<file path="config.mk">
export PLATFORM = sky130hd
export DESIGN_NAME = win_count_fsm_flat
export DESIGN_NICKNAME = d
export VERILOG_FILES = /design/src/rtl/win_count_if.sv /design/src/rtl/win_count_fsm.sv /design/src/flat_wrapper.sv
export SDC_FILE = /design/constraint.sdc
export NUM_CORES = 1
export LEC_CHECK = 0
export CORE_AREA = 4 4 41 43
export DETAILED_ROUTE_END_ITERATION = 10
export DIE_AREA = 0 0 45 47
export GPL_ROUTABILITY_DRIVEN = 0
export HOLD_SLACK_MARGIN = 0.02
export PLACE_DENSITY_LB_ADDON = 0.12
export SLEW_MARGIN = 0
export SYNTH_ARGS = -nofsm -noshare
export SYNTH_HDL_FRONTEND = slang
export SYNTH_SLANG_ARGS = --single-unit
</file>
<file path="constraint.sdc">
create_clock -name clk -period 1.5 [get_ports clk]
set_input_delay 0.45 -clock clk [delete_from_list [all_inputs] [get_ports clk]]
set_output_delay 0.45 -clock clk [all_outputs]
set_load 0.05 [all_outputs]
</file>
<file path="src/rtl/win_count_if.sv">
// Bundles the start/stop/sample inputs and the match/status outputs of win_count_fsm.
interface win_count_if #(
   parameter int CH  = 1,
   parameter int PW  = 2,
   parameter int HCW = 8
);
   logic              s;
   logic              stop;
   logic [CH-1:0]     w;
   logic [CH-1:0]     z;
   logic              busy;
   logic [PW-1:0]     win_pos;
   logic [CH*HCW-1:0] hit_cnt;

   modport master (output s, stop, w, input z, busy, win_pos, hit_cnt);
   modport slave  (input s, stop, w, output z, busy, win_pos, hit_cnt);
endinterface

</file>
<file path="src/rtl/win_count_fsm.sv">
// Multi-channel window-count detector: z pulses one cycle after each WIN-cycle window whose ones-count matches; no backpressure.
// Optional per-channel saturating hit counters under WIN_COUNT_HIT_CNT_EN (otherwise hit_cnt reads 0).
module win_count_fsm #(
   parameter int WIN    = 3,
   parameter int THRESH = 2,
   parameter int MODE   = 0,
   parameter int CH     = 1,
   parameter int HCW    = 8
) (
   input  logic        clk,
   input  logic        reset,
   win_count_if.slave  bus
);
   localparam int PW = (WIN > 1) ? $clog2(WIN) : 1;
   localparam int CW = $clog2(WIN + 1);
   localparam logic [PW-1:0] LAST = PW'(WIN - 1);

   typedef enum logic {IDLE = 1'b0, RUN = 1'b1} state_t;

   state_t          state_q, state_d;
   logic [PW-1:0]   pos_q, pos_d;
   logic [CW-1:0]   cnt_q [CH];
   logic [CW-1:0]   cnt_d [CH];
   logic [CH-1:0]   z_q, z_d;

   function automatic logic match(input logic [CW-1:0] total);
      logic [31:0] t;
      t = 32'(total);
      if (MODE == 1) return t >= 32'(THRESH);
      else           return t == 32'(THRESH);
   endfunction

   always_ff @(posedge clk) begin
      if (reset) begin
         state_q <= IDLE;
         pos_q   <= '0;
         z_q     <= '0;
         for (int ch = 0; ch < CH; ch++) cnt_q[ch] <= '0;
      end else begin
         state_q <= state_d;
         pos_q   <= pos_d;
         z_q     <= z_d;
         for (int ch = 0; ch < CH; ch++) cnt_q[ch] <= cnt_d[ch];
      end
   end

   always_comb begin
      state_d = state_q;
      pos_d   = pos_q;
      z_d     = '0;
      for (int ch = 0; ch < CH; ch++) cnt_d[ch] = cnt_q[ch];

      case (state_q)
         IDLE: begin
            // stop in idle also blocks a same-cycle start
            if (bus.s && !bus.stop) begin
               state_d = RUN;
               pos_d   = '0;
               for (int ch = 0; ch < CH; ch++) cnt_d[ch] = '0;
            end
         end
         RUN: begin
            if (bus.stop) begin
               state_d = IDLE;
               pos_d   = '0;
               for (int ch = 0; ch < CH; ch++) cnt_d[ch] = '0;
            end else if (pos_q == LAST) begin
               pos_d = '0;
               for (int ch = 0; ch < CH; ch++) begin
                  z_d[ch]   = match(cnt_q[ch] + CW'(bus.w[ch]));
                  cnt_d[ch] = '0;
               end
            end else begin
               pos_d = pos_q + 1'b1;
               for (int ch = 0; ch < CH; ch++) cnt_d[ch] = cnt_q[ch] + CW'(bus.w[ch]);
            end
         end
         default: state_d = IDLE;
      endcase
   end

   always_comb begin
      bus.z       = z_q;
      bus.busy    = (state_q == RUN);
      bus.win_pos = pos_q;
   end

`ifdef WIN_COUNT_HIT_CNT_EN
   logic [HCW-1:0] hc_q [CH];

   // saturating; only reset clears it so stop/restart keeps history
   always_ff @(posedge clk) begin
      if (reset) begin
         for (int ch = 0; ch < CH; ch++) hc_q[ch] <= '0;
      end else begin
         for (int ch = 0; ch < CH; ch++)
            if (z_q[ch] && (hc_q[ch] != {HCW{1'b1}})) hc_q[ch] <= hc_q[ch] + 1'b1;
      end
   end

   always_comb begin
      bus.hit_cnt = '0;
      for (int ch = 0; ch < CH; ch++) bus.hit_cnt[ch*HCW +: HCW] = hc_q[ch];
   end
`else
   assign bus.hit_cnt = '0;
`endif

endmodule

</file>
<file path="src/flat_wrapper.sv">
// flat-port wrapper written by rule: the top's interface ports become plain ports
module win_count_fsm_flat 
#(
   parameter int WIN    = 3,
   parameter int THRESH = 2,
   parameter int MODE   = 0,
   parameter int CH     = 1,
   parameter int HCW    = 8
)
  (clk, reset, bus_s, bus_stop, bus_w, bus_z, bus_busy, bus_win_pos, bus_hit_cnt);
  win_count_if #(.CH(CH), .PW(2), .HCW(HCW)) bus_i ();
  input  logic clk;
  input  logic reset;
  input wire logic [$bits(bus_i.s)-1:0] bus_s;
  input wire logic [$bits(bus_i.stop)-1:0] bus_stop;
  input wire logic [$bits(bus_i.w)-1:0] bus_w;
  output wire logic [$bits(bus_i.z)-1:0] bus_z;
  output wire logic [$bits(bus_i.busy)-1:0] bus_busy;
  output wire logic [$bits(bus_i.win_pos)-1:0] bus_win_pos;
  output wire logic [$bits(bus_i.hit_cnt)-1:0] bus_hit_cnt;
  assign bus_i.s = bus_s;
  assign bus_i.stop = bus_stop;
  assign bus_i.w = bus_w;
  assign bus_z = bus_i.z;
  assign bus_busy = bus_i.busy;
  assign bus_win_pos = bus_i.win_pos;
  assign bus_hit_cnt = bus_i.hit_cnt;
  win_count_fsm #(.WIN(WIN), .THRESH(THRESH), .MODE(MODE), .CH(CH), .HCW(HCW)) u_core (.clk(clk), .reset(reset), .bus(bus_i));
endmodule
</file>
==> metrics.cfg <==
[worst_setup_path]
arrival_ps = 1530
required_ps = 1630
cp-end-kind = register
worstSetupPathType = primary input to register
cp_max_fo = 2
rrSetupSlack_ps = 430
start_kind = primary input

[die]
initial_core_util_pct = 26.2
die_h_um = 47
dieArea_um2 = 2120
die_x_um = 45
std_cell_rows = 13
core_um2 = 1300
ioPinCount = 17

[finish]
insertedDiodeCount = 0
drive_gt1_share_pct = 22.4
area_growth_pct = 39.7
fin_cells = 64
fin_nets = 57

[route]
drc = 0
vias = 285
wl_per_cell_um = 11.3
first_iter_violations = 7
firstDrtPassIters = 4
detail-route-antenna-nets = 0
wirelength_um = 720
drt-vias-per-instance = 4.45

[sta]
hold_viol_final = 0
setup_viol = 0
hold_ws_ps = 476
finalSetupTns_ps = 0
final_max_slew_viol_count = 0
rsz0062_at_grt = no
fin_crit_ps = 1400
fmax_ghz = 0.714
finClkSkew_ps = 0.252
finalCritPeriodShare_pct = 93.3

[logic_synthesis]
yosysSeqAreaShare_pct = 35.3
ys_types = 19
synth_common_cells = buf_4 (8), dfxtp_1 (6), nand3_1 (3), nor2_1 (3)
yosys_warnings = 0
synthTopCellsByArea = dfxtp_1 (35%), buf_4 (18%), nand3_1 (4.4%)
synthCells = 38
synth-seq-cells = 6
ys.flop_type = dfxtp_1
synth_edf_count = 0
synth_top_cell_by_area = dfxtp_1
synthArstFlopShare_pct = 0
yosysMostFrequentCell = buf_4
syn_avg_cell_area_um2 = 8.96
netlist_area_um2 = 340
yosysTopAreaCellShare_pct = 35.3

[clock_tree]
clock_latency_ps = 250
post_cts_buffers = 0
htree_levels = 1
cts_buffer_depth = 2
numClockSinks = 6
cts_resized = 0
cts_tree = yes
clockRootBuffer = clkbuf_4
cts_buffers = 3
holdBufCountCts = 0
path_clk_slew_ps = 50

[power]
p_per_area_nw_per_um2 = 870
p_leak_nw = 0.212
finalPower_mw = 0.413
peakVddDrop_mv = 0.410

[hold_path]
hold_path.class = register to register

[grt]
antenna_found_initial = 0
overflow = 0
grt_pass1_wl_um = 1190
grt_max_degree = 7
grt_usage_pct = 8.23
grt_pass1_vias = 284

[placed_design]
port_buffers = 8
place_inst = 61
dp_hpwl_um = 565

[job]
maxCapViolCount = 0

[outcome]
status = finished clean

worst max-delay path, cell delays in order:
cell             delay, ps
clkdlybuf4s50_1        460
ha_1                   150
and2b_2                220
o211ai_1               160
a21oi_1                 80
power by group:
group | internal [mW] | switching, mW
sequential | 0.163 | 0.00442
clock | 0.0908 | 0.0628
combinational | 0.0265 | 0.0662
logic make-up (layout without fill, tap and decap cells):
kind of cell	count (synthesis)	after routing	synth area share, %
and+or+nand+nor	15	15	29.4
adders and majority gates	1	1	3.68
buffers and inverters	9	13	18.7
AOI/OAI and AO/OA	6	6	11.8
DFF	6	6	35.3
other	1	8	1.10
routing by layer:
layer	wire length (µm)	track usage, %	up-vias	share of wire [%]
met3	79	2.30	5	11
met4	33	8.77	0	4.6
li1	-	-	140	-
met1	310	9.36	122	43
met2	297	11.9	18	41
met5	0	0	-	0
worst paths after layout:
check | from | endpoint | depth (start not counted)
hold reg to reg | u_core.cnt_q[0][0] | u_core.cnt_q[0][0] | 2
hold / removal | u_core.cnt_q[0][0] | u_core.cnt_q[0][0] | 2
setup / recovery | bus_w | u_core.cnt_q[0][1] | 5
setup reg to reg | u_core.cnt_q[0][0] | u_core.cnt_q[0][1] | 4
stage by stage:
step	worst slack (ps)	util (%)	area [µm²]
2_1_floorplan	304	-	367
3_3_place_gp	-122	34.8	453
3_5_place_dp	-147	34.8	453
4_1_cts	103	36.5	475
5_1_grt	21.1	36.5	475
6_report	100	36.5	475
state kept, by name, indices dropped and copies added (netlist names):
register / cells
u_core.bus.win_pos: 2
u_core.cnt_q: 2
u_core.bus.busy: 1
u_core.bus.z: 1
final cells by class:
type                    count  area [µm²]
inverters                   1        3.75
multi-input cells          30         183
repair buffers              9         128
well taps                  15        18.8
clock buffers               3        22.5
fillers                   144         826
flip-flops and latches      6         120
cells in the final DEF (no fill, tap or decap), drive strengths merged:
cell	n
ha	1
nor4bb	1
and2b	2
o211a	1
nor2b	1
dfxtp	6
clkbuf	3
nor2	3
o211ai	1
a21oi	2
nand2b	2
conb	8
clkdlybuf4s50	4
a31oi	2
buf	5
inv	1
nor4b	1
nor3	2
nand3	3
Power figures use the tool's default switching activity.
